### config.mk
export PLATFORM = sky130hd
export DESIGN_NAME = stream_max_pool
export DESIGN_NICKNAME = d
export VERILOG_FILES = /design/src/rtl/cnn_pkg.sv /design/src/rtl/pool_max2.sv /design/src/rtl/stream_max_pool.sv
export SDC_FILE = /design/constraint.sdc
export NUM_CORES = 1
export LEC_CHECK = 0
export ABC_AREA = 1
export BUFFER_PORTS_ARGS = -buffer_cell sky130_fd_sc_hd__buf_2
export CORE_MARGIN = 2
export CORE_UTILIZATION = 55
export CTS_CLUSTER_DIAMETER = 120
export DETAILED_ROUTE_END_ITERATION = 10
export PLACE_DENSITY_LB_ADDON = 0.15
export RECOVER_POWER = 25
export SETUP_SLACK_MARGIN = 0.3
export SLEW_MARGIN = 40
export SYNTH_ARGS = -nofsm -noshare
export SYNTH_HDL_FRONTEND = slang
export SYNTH_SLANG_ARGS = --single-unit
### constraint.sdc
create_clock -name clk -period 7.8 [get_ports clk]
set_input_delay 0.78 -clock clk [delete_from_list [all_inputs] [get_ports clk]]
set_output_delay 0.78 -clock clk [all_outputs]
set_load 0.05 [all_outputs]
### src/rtl/cnn_pkg.sv
`default_nettype none
// ============================================================================
//  Package     : cnn_pkg
//  Description : Shared definitions for the CNN datapath: default element
//                width, signed element type and the pooled-dimension helper.
//  Revision    : 1.0 - initial release
// ============================================================================
package cnn_pkg;

    // Default bits per channel element across the datapath
    localparam int CNN_DATA_WIDTH = 16;

    // One signed two's-complement feature-map element at the default width
    typedef logic signed [CNN_DATA_WIDTH-1:0] elem_t;

    // Pooled output dimension: floor(in_dim / k)
    function automatic int pool_out_dim(input int in_dim, input int k);
        return in_dim / k;
    endfunction

endpackage : cnn_pkg
`default_nettype wire

### src/rtl/pool_max2.sv
`default_nettype none
// ============================================================================
//  Module      : pool_max2
//  Description : Signed two-input maximum for a single feature-map element.
//                Purely combinational; on equality operand a is returned,
//                which is numerically identical to b.
//  Revision    : 1.0 - initial release
// ============================================================================
module pool_max2
    import cnn_pkg::*;
#(
    parameter int DATA_WIDTH = CNN_DATA_WIDTH
) (
    input  logic signed [DATA_WIDTH-1:0] i_a,
    input  logic signed [DATA_WIDTH-1:0] i_b,
    output logic signed [DATA_WIDTH-1:0] o_max
);

    assign o_max = (i_a >= i_b) ? i_a : i_b;

endmodule : pool_max2
`default_nettype wire

### src/rtl/stream_max_pool.sv
`default_nettype none
// ============================================================================
//  Module      : stream_max_pool
//  Description : Streaming KxK max-pool with stride K. Pixels arrive one per
//                beat in raster order with all channels packed on one bus.
//                A line buffer of OW partial maxima accumulates each window;
//                the window's last pixel loads the single output register.
//                Trailing rows/columns outside the pooled grid are accepted
//                and dropped.
//  Options     : define STREAM_MAX_POOL_RELU_EN to clamp negative output
//                channels to zero at the output register.
//  Revision    : 1.0 - initial release
// ============================================================================
module stream_max_pool
    import cnn_pkg::*;
#(
    parameter int DATA_WIDTH = CNN_DATA_WIDTH,
    parameter int InputH     = 28,
    parameter int InputW     = 28,
    parameter int Depth      = 1,
    parameter int POOL_K     = 2
) (
    input  logic                        clk,
    input  logic                        rst_n,
    input  logic                        in_valid,
    output logic                        in_ready,
    input  logic [Depth*DATA_WIDTH-1:0] in_data,
    output logic                        out_valid,
    input  logic                        out_ready,
    output logic [Depth*DATA_WIDTH-1:0] out_data,
    output logic                        out_last
);

    localparam int OH     = pool_out_dim(InputH, POOL_K);
    localparam int OW     = pool_out_dim(InputW, POOL_K);
    localparam int BUS_W  = Depth * DATA_WIDTH;
    localparam int ROW_W  = $clog2(InputH + 1);
    localparam int COL_W  = $clog2(InputW + 1);
    localparam int PH_W   = $clog2(POOL_K);
    localparam int RIDX_W = $clog2(OH + 1);
    localparam int CIDX_W = $clog2(OW + 1);
    localparam int BUF_AW = (OW > 1) ? $clog2(OW) : 1;

    localparam logic [ROW_W-1:0]  c_ROW_LAST  = ROW_W'(InputH - 1);
    localparam logic [ROW_W-1:0]  c_ROW_GRID  = ROW_W'(OH * POOL_K);
    localparam logic [COL_W-1:0]  c_COL_LAST  = COL_W'(InputW - 1);
    localparam logic [COL_W-1:0]  c_COL_GRID  = COL_W'(OW * POOL_K);
    localparam logic [PH_W-1:0]   c_PH_LAST   = PH_W'(POOL_K - 1);
    localparam logic [RIDX_W-1:0] c_RIDX_LAST = RIDX_W'(OH - 1);
    localparam logic [CIDX_W-1:0] c_CIDX_LAST = CIDX_W'(OW - 1);

    // Position counters: absolute row/col, phase inside the window and
    // pooled index. Phase/index are tracked incrementally so no divider or
    // modulo is needed for non-power-of-two K.
    logic [ROW_W-1:0]  r_row;
    logic [COL_W-1:0]  r_col;
    logic [PH_W-1:0]   r_row_ph;
    logic [PH_W-1:0]   r_col_ph;
    logic [RIDX_W-1:0] r_row_idx;
    logic [CIDX_W-1:0] r_col_idx;

    logic [BUS_W-1:0]  r_buf [OW];

    logic              r_out_valid;
    logic [BUS_W-1:0]  r_out_data;
    logic              r_out_last;

    logic              w_in_fire;
    logic              w_in_grid;
    logic              w_first;
    logic              w_emit;
    logic              w_last_pos;
    logic [BUF_AW-1:0] w_buf_idx;
    logic [BUS_W-1:0]  w_entry;
    logic [BUS_W-1:0]  w_upd;
    logic [BUS_W-1:0]  w_out_next;

    // Only the output register can stall the input side
    assign in_ready   = !r_out_valid || out_ready;
    assign w_in_fire  = in_valid && in_ready;
    assign w_in_grid  = (r_row < c_ROW_GRID) && (r_col < c_COL_GRID);
    assign w_first    = (r_row_ph == '0) && (r_col_ph == '0);
    assign w_emit     = w_in_fire && w_in_grid &&
                        (r_row_ph == c_PH_LAST) && (r_col_ph == c_PH_LAST);
    assign w_last_pos = (r_row_idx == c_RIDX_LAST) && (r_col_idx == c_CIDX_LAST);
    assign w_buf_idx  = r_col_idx[BUF_AW-1:0];
    assign w_entry    = r_buf[w_buf_idx];

    // Per-channel datapath: buffer update max and emit max (channel 0 in MSBs)
    for (genvar g = 0; g < Depth; g++) begin : g_ch
        localparam int c_LSB = (Depth - 1 - g) * DATA_WIDTH;

        logic signed [DATA_WIDTH-1:0] w_in_el;
        logic signed [DATA_WIDTH-1:0] w_buf_el;
        logic signed [DATA_WIDTH-1:0] w_upd_max;
        logic signed [DATA_WIDTH-1:0] w_emit_max;

        assign w_in_el  = in_data[c_LSB +: DATA_WIDTH];
        assign w_buf_el = w_entry[c_LSB +: DATA_WIDTH];

        pool_max2 #(
            .DATA_WIDTH (DATA_WIDTH)
        ) u_upd_max (
            .i_a   (w_buf_el),
            .i_b   (w_in_el),
            .o_max (w_upd_max)
        );

        pool_max2 #(
            .DATA_WIDTH (DATA_WIDTH)
        ) u_emit_max (
            .i_a   (w_buf_el),
            .i_b   (w_in_el),
            .o_max (w_emit_max)
        );

        // The first pixel of a window replaces whatever the entry held
        assign w_upd[c_LSB +: DATA_WIDTH] = w_first ? w_in_el : w_upd_max;

`ifdef STREAM_MAX_POOL_RELU_EN
        assign w_out_next[c_LSB +: DATA_WIDTH] =
            w_emit_max[DATA_WIDTH-1] ? '0 : w_emit_max;
`else
        assign w_out_next[c_LSB +: DATA_WIDTH] = w_emit_max;
`endif
    end

    // Raster position tracking; moves only on an accepted beat
    always_ff @(posedge clk or negedge rst_n) begin
        if (!rst_n) begin
            r_row     <= '0;
            r_col     <= '0;
            r_row_ph  <= '0;
            r_col_ph  <= '0;
            r_row_idx <= '0;
            r_col_idx <= '0;
        end else if (w_in_fire) begin
            if (r_col == c_COL_LAST) begin
                r_col     <= '0;
                r_col_ph  <= '0;
                r_col_idx <= '0;
                if (r_row == c_ROW_LAST) begin
                    r_row     <= '0;
                    r_row_ph  <= '0;
                    r_row_idx <= '0;
                end else begin
                    r_row <= r_row + 1'b1;
                    if (r_row_ph == c_PH_LAST) begin
                        r_row_ph  <= '0;
                        r_row_idx <= r_row_idx + 1'b1;
                    end else begin
                        r_row_ph <= r_row_ph + 1'b1;
                    end
                end
            end else begin
                r_col <= r_col + 1'b1;
                if (r_col_ph == c_PH_LAST) begin
                    r_col_ph  <= '0;
                    r_col_idx <= r_col_idx + 1'b1;
                end else begin
                    r_col_ph <= r_col_ph + 1'b1;
                end
            end
        end
    end

    // Partial-max line buffer; contents need no reset because every entry
    // is overwritten by the first pixel of its window before being read
    always_ff @(posedge clk) begin
        if (w_in_fire && w_in_grid) begin
            r_buf[w_buf_idx] <= w_upd;
        end
    end

    // Output register: reload on emit, otherwise drop valid once consumed
    always_ff @(posedge clk or negedge rst_n) begin
        if (!rst_n) begin
            r_out_valid <= 1'b0;
            r_out_data  <= '0;
            r_out_last  <= 1'b0;
        end else if (w_emit) begin
            r_out_valid <= 1'b1;
            r_out_data  <= w_out_next;
            r_out_last  <= w_last_pos;
        end else if (out_ready) begin
            r_out_valid <= 1'b0;
        end
    end

    assign out_valid = r_out_valid;
    assign out_data  = r_out_data;
    assign out_last  = r_out_last;

endmodule : stream_max_pool
`default_nettype wire

# Word-level counts from Yosys, hierarchy flattened
# Memory sizes are Yosys's and may differ from the RTL's.
# Index checks and enable logic that the tools add are counted.
# word_totals
memories	1
input_bits	20
mem_bits_rw	224
out_inout_bits	19
regBits	38
wordCells	56
# mem_list
name	depth	width	rd	rd_clocked_by_memory_dff	write_ports	line	rtl
r_buf	14	16	1	0	1	stream_max_pool.sv:62	logic [BUS_W-1:0] r_buf [OW];
# classes
n_addsub	6
n_reduce_logical	15
mux	16
n_lt_le_gt_ge	3
n_eq_ne	4
n_bitwise	2
# op_table
op	count
$mux W16	2
$ge A16 B16 Y1	1
$mux W4	4
$add A5 B1 Y5 const B	2
$eq A5 B5 Y1 const B	2
$lt A5 B5 Y1 const B	2
$mux W5	2
$add A4 B1 Y4 const B	2
$eq A4 B4 Y1 const B	2
$mux W1	8
$logic_and A1 B1 Y1	7
$reduce_bool A2 Y1	3
$reduce_and A2 Y1	2
$reduce_and A3 Y1	1
$add A1 B1 Y1 const B	2
$not A1 Y1	2
$logic_not A1 Y1	1
$logic_or A1 B1 Y1	1

# Logic depth before layout (Yosys ltp)
# depth
word_depth	7
mapped_depth	24
depth_no_buf	21

# Cells and area by module
# A second synthesis with hierarchy kept.
# hier_totals
hier_cells	1454
hier_area_um2	13291.5
# modules_own_cells
mod	n_inst	seq_area_each_um2	area_each_um2	cells_per_inst
stream_max_pool	1	7677.4	11850.1	1201
pool_max2 at g_ch[0].u_upd_max	1	0.0	724.4	127
pool_max2 at g_ch[0].u_emit_max	1	0.0	716.9	126

# Least setup slack after synthesis
# Ideal clock, no wire load.
# synth_path
path_kind	reg2reg
from	register r_col_idx[0]
to	memory r_buf[0][10] in the netlist's numbering (data pin)
setup_slack_ps	4764
setup_ps	311
period_less_slack_ps	3036
required_time_ps	7489
path_buffers	3
arrival_time_ps	2725
path_stages_with_launch	19
cell_sequence	dfrtp_1 > buf_2 > buf_4 > o21ai_0 > o22ai_1 > nand2_1 > nand2_1 > nor2_1 > inv_1 > ha_1 > a21oi_1 > o21ai_1 > a21oi_4 > nand2_2 > nand2_2 > buf_2 > nand4_1 > nand3_1 > nand2_1
# synth_between
elab_chain_len	4
# synth_rtl
item	line	rtl
from (decl)	stream_max_pool.sv:60	logic [CIDX_W-1:0] r_col_idx;
from (signal assigned)	stream_max_pool.sv:159	r_col_idx <= r_col_idx + 1'b1;
$mem_v2 Z14 W16 *	-	
$ge A16 B16 Y1	pool_max2.sv:19	assign o_max = (i_a >= i_b) ? i_a : i_b;
$mux W16 *	pool_max2.sv:19	
$mux W16 *	stream_max_pool.sv:118	assign w_upd[c_LSB +: DATA_WIDTH] = w_first ? w_in_el : w_upd_max;
named net w_upd[10]	stream_max_pool.sv:75	logic [BUS_W-1:0] w_upd;
to (decl)	stream_max_pool.sv:62	
# Mark *: on every way through the listed nets, which the timed path passes. The rest lies on a longest branch.

# Worst setup path in the final report
# layout_path
from	register r_col_idx[1]
to	memory r_buf[5][8] in the netlist's numbering (data pin)
# The elaborated chain is that of the path after synthesis.

==> impl_summary.txt <==
----------------------------------------------------
[Job]
  Count of max-cap constraint violations ... 3

[Yosys]
  Number of instances in the synthesized netlist ... roughly 1000
  Number of flops mapped to enable cells by yosys ... roughly 220
  Post-synthesis compound-gate area fraction ... 9.88%
  Largest family of logic cells by synthesized area ... simple AND/OR/NAND/NOR gates
  Main area contributors after synthesis ... edfxtp_1 59%, dfrtp_1 8.3%, nand2_1 5.5%
  Area fraction in and, or, nand and nor cells after synthesis ... ~16%
  Fraction of registers with async set or reset after synthesis ... between 10% and 20%
  Synthesized area ... ~11000 µm²
  Most used DFF post-synth ... edfxtp_1
  Multiplexer share of the synthesized area ... 0%
  Xor/xnor share of the synthesized area ... less than 1%
  Most frequently used cell type in the post-synthesis netlist ... edfxtp_1
  Number of nets in the synthesized netlist ... around 1100
  Share of the yosys chip area belonging to registers ... a little under 70%
  Proportion of netlist area held by the largest area contributor ... between 50% and 60%
  Number of distinct library cell variants in the gate-level netlist after synthesis ... 35
  Most instantiated cells after synthesis ... 224 x edfxtp_1, 168 x nand2_1, 153 x nor2_1, 120 x o21ai_0, 62 x inv_1
  Synthesized-area fraction occupied by adder cells ... between 2 and 3%
  Yosys warning total ... 0
  Syn avg cell area ... between 10 and 15 µm²
  Cell accounting for the most synthesized area ... edfxtp_1
  Count of state elements after synthesis ... 262

[Drt]
  Post-DRT Antenna Nets ... 0
  Detailed Route WL ... 27300 µm
  Number of iterations in the first detailed-routing pass ... 5
  Post-detailed-route DRC marker count ... 0
  Vias per cell ... around 5.8
  Detail-routed net length per standard cell ... 20.2 µm
  Total vias in the final route ... about 7900
  Drt first-iter violations ... 821

[Placement]
  PortBufs ... 38
  Setup slack after placement ... ~3.2 ns
  Last weighted congestion value of the routability-driven placer ... approximately 0.84
  Post-DP HPWL ... 16300 µm
  Post-detailed-placement cell area ... between 10000 and 15000 µm²

[Floorplanning]
  Horiz. Die Dim ... 148 µm
  Top-Level Pins ... 39
  Total Die Area ... ~22000 µm²
  Initial core utilization ... between 50% and 60%
  Cell row count ... 52
  Area of the core region ... 20300 µm²
  Die Height ... ~150 µm

[Timing]
  Clock Skews ... around 0.019 ns
  Least-Margin Pin Slew ... about 2.6 ns
  Final setup slack of the worst path ... between 1.5 and 2 ns
  Maximum clock frequency ... around 170 MHz
  Total of endpoints with negative setup slack in the final report ... 0
  Final hold violation count ... 0
  Final hold slack ... between 0.4 and 0.5 ns
  Final critical-path required period ... just under 6 ns
  Summed negative setup slack over all endpoints ... 0 ns
  Crit share post-route ... 76.2%
  Worst slew margin ... -73.8%
  Number of pins exceeding their max-slew limit in the final report ... 110
  Unrepaired setup endpoints after global routing ... no

[CTS]
  Number of clock buffers inserted by TritonCTS ... 28
  CTS root buf ... clkbuf_16
  Number of cells upsized or downsized after cts ... 0
  Hold-fix buffer count after cts ... 0
  Deepest level of the CTS H-tree ... 1
  Reg clk slew, reported paths ... approximately 0.060 ns
  Clock Latency Late Sink ... about 0.55 ns
  CTS tree ... yes
  Clock tree buffer depth ... 3
  Setup fix buffers added after clock tree synthesis ... 0
  Sink count of the clock tree ... 262

[Worst setup path]
  Capturing element type of the critical path ... flip-flop
  CP Launch Type ... flip-flop
  Endpoint arrival time on the critical path ... around 6.2 ns
  Critical Path RT ... about 8.1 ns
  Reg2reg setup slack ... approximately 1.9 ns
  Max Fanout on Critical Path ... 52
  Worst Path Class, Setup ... reg2reg

[Final layout]
  Diodes inserted ... 0
  Layout net count ... around 1100
  Finished Cell Area ... ~13000 µm²
  Area growth, synth to finish ... 12.0%
  Proportion of layout cells with a drive suffix above 1 ... 9.86%

[GRT]
  Antenna violations before repair ... 0
  First-pass GRT wire length ... around 42000 µm
  Met2 layer usage reported by global route ... about 41%
  Overall overflow remaining after global route ... 0
  Met1 layer usage reported by global route ... 34.9%
  Vias in the first global route ... 7866
  GRT Util Overall ... about a quarter
  Largest net degree at the start of global routing ... between 100 and 150
  Global-route track usage on met3 ... ~3.4%
  Layer with the highest usage ... met2

[Hold path]
  Type of the worst min-delay path ... reg2reg

[Status]
  Violations in the final reports ... max-capacitance violations, max-slew violations
  Result of the run ... complete, but fails checks

----------------------------------------------------
-- state kept, by name (all words and copies together), names as in the netlist --
name       flops
out_data      16
out_last       1
out_valid      1
r_buf        224
r_col          5
r_col_idx      4
r_col_ph       1
r_row          5
r_row_idx      4
r_row_ph       1
-- kinds of logic (layout without fill, tap and decap cells) --
| family | after synthesis | after routing |
|---|---|---|
| compound gates | 208 | 208 |
| xor+xnor | 1 | 1 |
| fa+ha+maj | 24 | 24 |
| buf+inv | 113 | 172 |
| flops | 262 | 262 |
| simple gates | 418 | 418 |
-- final timing paths --
kind | startpoint | endpoint | depth (start not counted)
worst max-delay path | r_col_idx[1]$_DFFE_PN0P_ | r_buf[5][8]$_DFFE_PP_ | 20
worst min-delay path | out_data[1]$_DFFE_PN0P_ | out_data[1]$_DFFE_PN0P_ | 2
worst max register to register | r_col_idx[1]$_DFFE_PN0P_ | r_buf[5][8]$_DFFE_PP_ | 20
worst min register to register | out_data[1]$_DFFE_PN0P_ | out_data[1]$_DFFE_PN0P_ | 2
max in group asynchronous | rst_n | r_col_idx[0]$_DFFE_PN0P_ | 1
min in group asynchronous | rst_n | out_data[7]$_DFFE_PN0P_ | 1
-- worst max-delay path: stages, from the launching register on --
cell	delay [ns]
dfrtp_1	0.57
inv_1	0.11
clkbuf_1	1.86
o21ai_0	0.38
o22ai_1	0.29
nand2_1	0.10
nand2_1	0.13
nor2_1	0.12
inv_1	0.07
ha_1	0.24
nand2_1	0.07
nand2_1	0.04
nand3_1	0.06
nand2_1	0.08
a21oi_4	0.18
nand2_2	0.07
nand2_2	0.29
nand3_4	0.34
nand2_2	0.15
nand3_1	0.07
nand2_1	0.42
-- stage by stage --
step	util, %	cells
after global routing	62.9	1355
after detailed placement	58.6	1305
after floorplan	-	1026
final	62.9	1355
after CTS	63.3	1355
after global placement	58.5	1305
-- layout make-up --
| cell class | count | area, µm² |
|---|---|---|
| inverters | 65 | 245 |
| repair buffers | 57 | 295 |
| multi-input cells | 651 | 3270 |
| well taps | 270 | 338 |
| fillers | 1589 | 7530 |
| clock inverters | 11 | 141 |
| flip-flops and latches | 262 | 7680 |
| clock buffers | 39 | 803 |
-- layer usage --
layer | part of all wire (%) | vias to the layer above
li1 | - | 3688
met1 | 42 | 3826
met2 | 48 | 325
met3 | 6.8 | 45
met4 | 2.7 | 0
met5 | 0 | -
-- cells in the final DEF, fill, tap and decap left out, drive strengths merged --
cell      n
edfxtp  224
buf      31
nor3b     1
o22ai    48
clkinv    8
nor2    154
nand4    20
ha       24
nand2   184
o21ai   137
a21o      1
nand3    45
nor3     11
bufinv    3
o21a      1
o221a     1
nand3b    1
and3      1
xor2      1
clkbuf   65
a21oi    19
dfrtp    38
o31ai     1
or2       1
inv      65
Power is left out: the tool's default activity adds up to more than one toggle a clock period on the data nets, which glitch-free logic cannot reach.
